**config.mk**
```make
export PLATFORM = sky130hd
export DESIGN_NAME = renderiza_placar
export DESIGN_NICKNAME = d
export VERILOG_FILES = /design/src/rtl/placar_pkg.sv /design/src/rtl/glyph_rom_11x11.sv /design/src/rtl/renderiza_placar.sv
export SDC_FILE = /design/constraint.sdc
export NUM_CORES = 1
export LEC_CHECK = 0
export ABC_AREA = 1
export BUFFER_PORTS_ARGS = -buffer_cell sky130_fd_sc_hd__buf_4
export CORE_MARGIN = 3
export CORE_UTILIZATION = 29
export CTS_CLUSTER_DIAMETER = 80
export DETAILED_ROUTE_END_ITERATION = 12
export HOLD_SLACK_MARGIN = 0.15
export SLEW_MARGIN = 5
export SYNTH_ARGS = -nofsm -noshare
export SYNTH_HDL_FRONTEND = slang
export SYNTH_SLANG_ARGS = --single-unit
```
**constraint.sdc**
```tcl
create_clock -name clk -period 4.3 [get_ports clk]
set_input_delay 0.43 -clock clk [delete_from_list [all_inputs] [get_ports clk]]
set_output_delay 0.43 -clock clk [all_outputs]
set_load 0.1 [all_outputs]
```
**src/rtl/placar_pkg.sv**
```systemverilog
// Shared types and constants for the scoreboard renderer.
// Glyphs are drawn seven-segment style on an 11x11 cell.
package placar_pkg;

  localparam int NUM_DIGITS = 7;
  localparam int GLYPH_W    = 11;
  localparam int GLYPH_H    = 11;

  typedef logic [3:0] digito_t;

  typedef enum logic [1:0] {IDLE, FETCH, EMIT, DONE} state_t;

  // Segment set {a,b,c,d,e,f,g} for each BCD value; non-BCD codes light nothing
  function automatic logic [6:0] segments(input digito_t d);
    case (d)
      4'd0:    return 7'h7E;
      4'd1:    return 7'h30;
      4'd2:    return 7'h6D;
      4'd3:    return 7'h79;
      4'd4:    return 7'h33;
      4'd5:    return 7'h5B;
      4'd6:    return 7'h5F;
      4'd7:    return 7'h70;
      4'd8:    return 7'h7F;
      4'd9:    return 7'h7B;
      default: return 7'h00;
    endcase
  endfunction

endpackage

```
**src/rtl/glyph_rom_11x11.sv**
```systemverilog
// Combinational 11x11 glyph ROM: one 11-bit row mask per (digit, row).
// Bit 10 is the leftmost column of the glyph.
module glyph_rom_11x11
  import placar_pkg::*;
(
  input  digito_t     digit,
  input  logic [3:0]  row,
  output logic [10:0] mask
);

  localparam logic [10:0] BAR   = 11'b01111111110;
  localparam logic [10:0] LEFT  = 11'b10000000000;
  localparam logic [10:0] RIGHT = 11'b00000000001;

  logic [6:0] seg;

  assign seg = segments(digit);

  // Rows 0/5/10 carry the horizontal bars; rows between carry the verticals
  always_comb begin
    mask = '0;
    case (row)
      4'd0:                   mask = seg[6] ? BAR : '0;
      4'd1, 4'd2, 4'd3, 4'd4: mask = (seg[1] ? LEFT : '0) | (seg[5] ? RIGHT : '0);
      4'd5:                   mask = seg[0] ? BAR : '0;
      4'd6, 4'd7, 4'd8, 4'd9: mask = (seg[2] ? LEFT : '0) | (seg[4] ? RIGHT : '0);
      4'd10:                  mask = seg[3] ? BAR : '0;
      default:                mask = '0;
    endcase
  end

endmodule

```
**src/rtl/renderiza_placar.sv**
```systemverilog
// Renders seven BCD score digits as 11x11 glyphs, one pixel per
// valid/ready transfer, scanning digit 7 down to 1, row by row.
module renderiza_placar
  import placar_pkg::*;
#(
  parameter logic [9:0] ORIGIN_X    = 10'd0,
  parameter logic [8:0] ORIGIN_Y    = 9'd0,
  parameter int         DIGIT_PITCH = 12,
  parameter logic [7:0] FG_COLOR    = 8'hFF,
  parameter logic [7:0] BG_COLOR    = 8'h00
)(
  input  logic       clk,
  input  logic       rst_n,
  input  logic       start,
  input  logic [3:0] digito [7:1],
  output logic       pix_valid,
  input  logic       pix_ready,
  output logic [9:0] pix_x,
  output logic [8:0] pix_y,
  output logic [7:0] pix_color,
  output logic       busy,
  output logic       done
);

  state_t      state;
  digito_t     sh [NUM_DIGITS];
  logic [2:0]  dig_cnt;
  logic [3:0]  row;
  logic [3:0]  col;
  logic [3:0]  col_nxt;
  logic [10:0] mask_q;
  logic [10:0] rom_mask;
  logic [9:0]  base_x;

  assign col_nxt = col + 4'd1;

  // The digit being drawn always sits at the top of the shift register
  glyph_rom_11x11 u_rom (
    .digit (sh[NUM_DIGITS-1]),
    .row   (row),
    .mask  (rom_mask)
  );

  always_ff @(posedge clk or negedge rst_n) begin
    if (!rst_n) begin
      state     <= IDLE;
      for (int i = 0; i < NUM_DIGITS; i++) sh[i] <= '0;
      dig_cnt   <= '0;
      row       <= '0;
      col       <= '0;
      mask_q    <= '0;
      base_x    <= '0;
      pix_valid <= 1'b0;
      pix_x     <= '0;
      pix_y     <= '0;
      pix_color <= '0;
      busy      <= 1'b0;
      done      <= 1'b0;
    end else begin
      case (state)
        IDLE: begin
          done <= 1'b0;
          if (start) begin
            for (int i = 0; i < NUM_DIGITS; i++) sh[i] <= digito[i+1];
            dig_cnt <= '0;
            row     <= '0;
            col     <= '0;
            base_x  <= ORIGIN_X;
            busy    <= 1'b1;
            state   <= FETCH;
          end
        end
        FETCH: begin
          mask_q    <= rom_mask;
          col       <= '0;
          pix_x     <= base_x;
          pix_y     <= ORIGIN_Y + 9'(row);
          pix_color <= rom_mask[GLYPH_W-1] ? FG_COLOR : BG_COLOR;
          pix_valid <= 1'b1;
          state     <= EMIT;
        end
        EMIT: begin
          if (pix_ready) begin
            if (col == 4'(GLYPH_W-1)) begin
              pix_valid <= 1'b0;
              col       <= '0;
              if (row == 4'(GLYPH_H-1)) begin
                row <= '0;
                if (dig_cnt == 3'(NUM_DIGITS-1)) begin
                  done  <= 1'b1;
                  busy  <= 1'b0;
                  state <= DONE;
                end else begin
                  dig_cnt <= dig_cnt + 3'd1;
                  for (int i = NUM_DIGITS-1; i > 0; i--) sh[i] <= sh[i-1];
                  sh[0]   <= '0;
                  base_x  <= base_x + 10'(DIGIT_PITCH);
                  state   <= FETCH;
                end
              end else begin
                row   <= row + 4'd1;
                state <= FETCH;
              end
            end else begin
              col       <= col_nxt;
              pix_x     <= pix_x + 10'd1;
              pix_color <= mask_q[4'd10 - col_nxt] ? FG_COLOR : BG_COLOR;
            end
          end
        end
        DONE: begin
          done  <= 1'b0;
          state <= IDLE;
        end
        default: state <= IDLE;
      endcase
    end
  end

endmodule

```
==> results.ini, run 1 <==
[power_and_ir_drop]
ir_drop_v=0.000345
p_leak_uw=0.00240
power_uw=4320
powerDensity_nw_per_um2=883

[die]
fp.dieH_um=125
start_util_pct=30.4
die_w_um=125
rows=42
fp.coreArea_um2=13600
die_area_um2=15700
top_level_ports=62

[critical_path]
cp_top_family=simple AND/OR/NAND/NOR gates
r2r_cells=10
critPathMaxFanout=46
crit_buf_inv=3
worst_ep_arrival_time_ns=3.19
crit_type=flip-flop to flip-flop
cp-end-kind=flip-flop
cp.depth=10
cp_cell_sequence=inv_1, ha_2, buf_4, nand3_1, nand2_1, nor2_2, nand2_2, inv_1, nand2_1, o21ai_0
timing.rr.start=state[0]
start_kind=flip-flop
cpPeakStageDelay_ns=0.57
r2r-end=dig_cnt[0]
cp_slowest_cell=nand2_2
r2r_setup_slack_ns=1.31
required_ns=4.51

[yosys]
synth-seq-cells=70
synth_most_common_cell=nand2_1
async_reset_ff_share_pct=100
synthTopCellsByCount=144 x nand2_1, 70 x dfrtp_1, 45 x nor2_1, 44 x o21ai_0, 39 x inv_1
netlist_instances=518
yosysTopAreaCell=dfrtp_1
avgSynthCellArea_um2=7.97
synthDistinctLibCells=37
yosys_most_used_dff=dfrtp_1
synth-edff-count=0
ys_seq_area_share_pct=42.4
synth_area_leaders=dfrtp_1 42%, nand2_1 13%, o21ai_0 5.3%
yosys_warnings=0
netlist.area_leader.share_pct=42.4
netlist_area_um2=4130

[grt]
grt_pass1_wl_um=15300
grt_overflow=0
grt_pass1_vias=3316
grt.total_usage_pct=11.7
grt_max_degree=71
antenna_found_initial=0

[timing]
min_period_over_period_pct=69.5
slew_headroom_pct=28.3
fmax_mhz=335
setup_viol=0
rsz0062_at_grt=no
fin_setup_tns_ns=0
finalClockSkew_ns=0.00497
finalCriticalPeriod_ns=2.99
worst_pin_slew_ns=1.07
hold_viol_final=0
maxSlewViolCount=0

[detailed_routing]
drt_iter0_drc=165
wl_um=8900
antenna_left=0
firstDrtPassIters=4
drc=0
num_vias=3401
routed_via_density=4.60
wl_per_cell_um=12.0

[cells_and_area]
finalNetCount=607
n_antenna_cell=0
area_growth_syn_to_layout_pct=18.6
drive_gt1_share_pct=18.1

[cts]
cts_resized=0
cts_sinks=70
clk_pin_slew_ns=0.06
cts_hold_buf=0
clockBufferDepth=2
cts_buffers=9
post-cts-setup-buffers=0
insertion_delay_ns=0.33
htreeDepth=3
cts_root_buf=clkbuf_16
cts_tree=built

[placed_design]
hpwl_um=6320
io_buffers=56
globalplace.congestion=0.854

[outcome]
outcome=finished, final reports clean

[worst_hold_path]
hp-class=primary input to async pin

[run]
maxCapViolCount=0

## worst max-delay path by stage
| stage | from | end | slack [ns] |
|---|---|---|---|
| global route | state[0] | dig_cnt[2] | 1.00 |
| detailed placement | state[0] | dig_cnt[0] | 1.32 |
| floorplan | pix_x[0] | pix_x[8] | 2.13 |
| global placement | state[0] | base_x[2] | 1.46 |
| CTS | state[0] | dig_cnt[0] | 1.30 |
| finish | state[0] | dig_cnt[0] | 1.31 |
## layout make-up
cell class / instances / area (um^2)
fillers: 1431 / 8660
clock buffers: 11 / 253
multi-input cells: 375 / 1980
well taps: 176 / 220
flip-flops and latches: 70 / 1750
clock inverters: 5 / 81.3
inverters: 45 / 171
repair buffers: 58 / 435
## through the flow
step	instance area, um^2	worst slack (ns)	std cells	hold WS [ns]	utilization (%)
floorplan	4140	2.13	522	0.134	-
finish	4900	1.31	740	0.225	36.1
global placement	4560	1.46	724	0.466	33.7
global route	4900	1.00	740	0.310	36.1
CTS	4900	1.30	740	0.271	36.1
detailed placement	4560	1.32	724	0.473	33.7
## state kept, by name (all words and copies together), names as in the netlist
register / cells
done: 1
dig_cnt: 3
base_x: 8
pix_valid: 1
row: 4
state: 2
sh: 28
busy: 1
col: 4
pix_y: 4
pix_x: 10
mask_q: 3
pix_color: 1
## per-layer routing
| layer | wire (um) | global-route usage [%] | vias to the layer above |
|---|---|---|---|
| li1 | - | - | 1765 |
| met3 | 331 | 1.96 | 14 |
| met5 | 0 | 0 | - |
| met2 | 3980 | 18.8 | 79 |
| met4 | 204 | 5.93 | 0 |
| met1 | 4380 | 15.4 | 1543 |
## power by group
group	internal, uW	total (uW)	switching (uW)
Combinational	628	2340	1710
Sequential	931	1170	239
Clock	539	817	278
## worst reg2reg max path: stages (launching register included)
cell	delay, ns
dfrtp_1	0.41
inv_1	0.14
ha_2	0.22
buf_4	0.46
nand3_1	0.22
nand2_1	0.12
nor2_2	0.05
nand2_2	0.57
inv_1	0.38
nand2_1	0.20
o21ai_0	0.10
## placed cells by master (no fill, tap or decap), types with 11 or more instances in the layout
master / n
nor2_1: 45
a21oi_1: 17
nand2_1: 144
ha_1: 15
dfrtp_1: 70
nand3_1: 28
inv_1: 39
o21ai_0: 44
mux2i_1: 11
buf_4: 58
## cells by family (layout without fill, tap and decap cells)
family / Yosys count / after routing / synth area share [%]
AND/OR/NAND/NOR: 241 / 241 / 24.2
AO/OA/AOI/OAI: 94 / 94 / 14.2
buffers and inverters: 77 / 119 / 9.91
flip-flops: 70 / 70 / 42.4
adder cells (fa/ha/maj): 16 / 16 / 4.85
multiplexers: 11 / 11 / 2.67
XOR/XNOR: 8 / 8 / 1.70
other: 1 / 5 / 0.0908
No activity file was read; power rests on OpenSTA's default activity.
==> run 2, diff against run 1 <==
clock period = 2.9 ns   (was 4.3 ns; I/O delays follow)
==> results.ini, run 2 (synthesis results as in run 1) <==
[power_and_ir_drop]
p_leak_uw=0.00240
powerDensity_nw_per_um2=1300
ir_drop_v=0.000537

[timing]
whs_ns=0.230
fmax_mhz=443
hold_viol_final=0
maxSlewViolCount=0
worst_pin_slew_ns=0.883
fin_setup_tns_ns=0
finalCriticalPeriod_ns=2.26
slew_headroom_pct=41.1
setup_viol=0
rsz0062_at_grt=no
finalClockSkew_ns=0.00699
fin_ws_ns=0.644
min_period_over_period_pct=77.8

[critical_path]
cpPeakStageDelay_ns=0.50
cp_cell_sequence=inv_1, ha_2, inv_4, nor2_2, inv_2, nand2_2, nor2_2, nand2_2, buf_4, nand2_1, o31ai_2
cp_slowest_cell=buf_4
crit_buf_inv=4
r2r_setup_slack_ns=0.64
worst_ep_arrival_time_ns=2.49
start_kind=flip-flop
crit_type=flip-flop to flip-flop
cp_top_family=buffers and inverters
critPathMaxFanout=65
cp-end-kind=flip-flop
required_ns=3.14

[die]
die_w_um=125
fp.dieH_um=125
fp.coreArea_um2=13600
die_area_um2=15700
rows=42
start_util_pct=30.4
top_level_ports=62

[run]
maxCapViolCount=0

[worst_hold_path]
hp-class=primary input to flip-flop

[placed_design]
io_buffers=56
hpwl_um=6480
dp.cells=726
globalplace.congestion=0.852
place_ws_ns=0.669

[cts]
cts_resized=0
insertion_delay_ns=0.33
htreeDepth=3
clockBufferDepth=2
cts_tree=built
cts_sinks=70
cts_root_buf=clkbuf_16
cts_buffers=9
clk_pin_slew_ns=0.06

[cells_and_area]
n_antenna_cell=0
final_common_cell=nand2_1
layout_common_cells=144 x nand2_1, 70 x dfrtp_1, 60 x buf_4, 45 x nor2_1, 44 x o21ai_0
drive_gt1_share_pct=18.3
fin_util_pct=36.1
top_regs=sh: 28 flops, pix_x: 10 flops, base_x: 8 flops
regMostFlops=sh
nFillCells=1423
final_cells=743
area_growth_syn_to_layout_pct=18.4
largest_register_ffs=28
finalNetCount=610

[detailed_routing]
wl_per_cell_um=12.1
wl_um=9000
firstDrtPassIters=4
routed_via_density=4.66
drt_iter0_drc=164
num_vias=3465
antenna_left=0
drc=0

[grt]
antenna_found_initial=0
grt_pass1_wl_um=15500
grt_max_degree=71
grt_overflow=0
grt_pass1_vias=3368
grt.total_usage_pct=11.7

[outcome]
outcome=finished, final reports clean

## run 2: cell types whose count changed in the layout (fill, tap and decap cells not counted)
cell           before  now
buf_4              58   60
bufinv_16           2    1
clkbuf_8            2    1
clkinv_2            1    3
dlygate4sd3_1       0    1
## run 2: worst paths after layout
kind,end,depth (start not counted),from
max,sh[17],11,state[0]
min,sh[24],3,digito[0]
max reg2reg,sh[17],11,state[0]
min reg2reg,pix_y[3],2,pix_y[3]
max in group asynchronous,col[0],2,rst_n
min in group asynchronous,sh[21],2,rst_n
## run 2: per-layer routing
metal | global-route usage (%) | routed length [um] | vias up
met5 | 0 | 0 | -
met4 | 5.04 | 194 | 0
met3 | 1.75 | 331 | 17
met2 | 18.9 | 4100 | 82
met1 | 15.5 | 4370 | 1599
li1 | - | - | 1767
## run 2: layout make-up
cell class | count | area (um^2) | share of cell area, %
timing repair buffer | 61 | 460 | 9.42
tap | 176 | 220 | 4.50
clock buffer | 10 | 239 | 4.89
inverter | 45 | 171 | 3.51
clock inverter | 6 | 61.3 | 1.25
multi-input combinational | 375 | 1980 | 40.6
sequential | 70 | 1750 | 35.8
## run 2: worst register-to-register path, stage by stage, from the launching register on
cell     delay [ns]
dfrtp_1        0.41
inv_1          0.14
ha_2           0.36
inv_4          0.08
nor2_2         0.13
inv_2          0.04
nand2_2        0.12
nor2_2         0.05
nand2_2        0.06
buf_4          0.50
nand2_1        0.17
o31ai_2        0.10
## run 2: power breakdown
group	switching (uW)	internal, uW	leakage [uW]	total (uW)
clock network	411	685	0.000148	1100
logic	2560	950	0.00135	3510
registers	354	1380	0.000898	1730
total	3320	3010	0.00240	6340
## run 2: through the flow
step                instance area (um^2)  total power (uW)
global route                        4890              6840
floorplan                           4140              4700
finish                              4890              6340
global placement                    4580              5190
CTS                                 4890              6390
detailed placement                  4580              5280
## run 2: timing repair
action,4_1_cts,5_1_grt
hold buffers,1,0
buffers inserted,0,0
setup endpoints to repair,0,0
endpoints found under the hold margin,70,0
==> run 3, diff against run 2 <==
clock period = 2.15 ns   (was 2.9 ns; I/O delays follow)
==> results.ini, run 3 (synthesis results as in run 1) <==
[timing]
setup_viol=0
whs_ns=0.161
finalClockSkew_ns=0.00638
maxSlewViolCount=0
min_period_over_period_pct=87.2
rsz0062_at_grt=no
finalCriticalPeriod_ns=1.88
fin_setup_tns_ns=0
fmax_mhz=533
hold_viol_final=0

[grt]
grt_use_met1_pct=16.3
antenna_found_initial=0
grt_pass1_vias=3390
grt_max_degree=66
grt.total_usage_pct=12.1
busiest_layer=met2
grt_overflow=0
grt_use_met3_pct=2.47
grt_pass1_wl_um=15900
grt.met2_usage_pct=19.3

[critical_path]
crit_type=flip-flop to flip-flop
worst_ep_arrival_time_ns=2.08
cp_slowest_cell=dfrtp_1
cp-end-kind=flip-flop
cp_cell_sequence=inv_1, ha_4, inv_4, nor2_2, inv_2, nand2_2, nor2_2, nand2_2, clkinvlp_4, nand2_1, o21ai_0
r2r_setup_slack_ns=0.27
critPathMaxFanout=11
cpPeakStageDelay_ns=0.41
start_kind=flip-flop
r2r_cells=11
required_ns=2.36

[power_and_ir_drop]
ir_drop_v=0.000716
p_leak_uw=0.00243
powerDensity_nw_per_um2=1750

[cells_and_area]
final_area_um2=4970
largest_register_ffs=28
finalNetCount=617
area_growth_syn_to_layout_pct=20.4
ff_latch_area_um2=1750
multi_input_area_um2=1990
regMostFlops=sh
final_cells=750
nFillCells=1416
n_antenna_cell=0
layout_common_cells=144 x nand2_1, 69 x dfrtp_1, 65 x buf_4, 45 x nor2_1, 44 x o21ai_0
top_regs=sh: 28 flops, pix_x: 10 flops, base_x: 8 flops
final_common_cell=nand2_1
fin_util_pct=36.7
drive_gt1_share_pct=19.5

[placed_design]
hpwl_um=6750
dp.cells=732
io_buffers=56
globalplace.congestion=0.831
postPlaceCellArea_um2=4640

[detailed_routing]
drc=0
routed_via_density=4.66
num_vias=3492
firstDrtPassIters=5
drt_iter0_drc=218
wl_per_cell_um=12.4
wl_um=9280
antenna_left=0

[die]
die_area_um2=15700
die_w_um=125
start_util_pct=30.4
fp.coreArea_um2=13600
top_level_ports=62
fp.dieH_um=125
rows=42

[cts]
htreeDepth=3
cts_root_buf=clkbuf_16
cts_sinks=70
insertion_delay_ns=0.33
cts_tree=built
cts_buffers=9
clk_pin_slew_ns=0.06
clockBufferDepth=2

[worst_hold_path]
hp-class=primary input to flip-flop
min_path_cells=3

[outcome]
outcome=finished, final reports clean

[run]
maxCapViolCount=0

==> run 3: final timing paths <==
check                           from    endpoint
max in group asynchronous      rst_n        done
hold reg to reg               sh[26]      sh[26]
hold / removal             digito[1]      sh[25]
setup reg to reg            state[0]  dig_cnt[1]
min in group asynchronous      rst_n      sh[21]
setup / recovery            state[0]  dig_cnt[1]
==> run 3: power breakdown <==
part / switching [uW] / leakage (uW) / internal [uW]
combinational: 3500 / 0.00139 / 1370
clock: 555 / 0.000148 / 924
sequential: 466 / 0.000896 / 1860
==> run 3: routing by layer <==
metal | vias up | share of wire, % | wire length, um
li1 | 1783 | - | -
met1 | 1606 | 47 | 4390
met2 | 91 | 46 | 4290
met3 | 12 | 4.9 | 454
met4 | 0 | 1.5 | 136
met5 | - | 0 | 0
==> run 3: cell type report <==
cell class / instances / area share [%]
clock buffer: 10 / 4.81
inverter: 45 / 3.52
sequential: 70 / 35.3
tap: 176 / 4.43
clock inverter: 6 / 1.23
multi-input combinational: 375 / 40.1
timing repair buffer: 68 / 10.6
==> run 3: per-stage QoR <==
stage | power, uW | setup slack, ns
CTS | 8740 | 0.180
finish | 8680 | 0.275
floorplan | 6340 | 0.0292
global route | 9380 | 0.0349
detailed placement | 7220 | 0.201
global placement | 7090 | 0.343
==> run 3: worst max-delay path, delay by kind of cell (launching register included) <==
family	cells	cell delay [ns]
buffers and inverters	4	0.47
AOI/OAI and AO/OA	1	0.09
DFF	1	0.41
adders and majority gates	1	0.22
and+or+nand+nor	5	0.55
==> run 3: repair_timing <==
item                                    in CTS  in global routing
buffers inserted                             0                  0
endpoints found under the setup margin       0                  3
gates resized for setup                      0                  2
hold endpoints to repair                    33                  0
hold buffers                                 2                  0
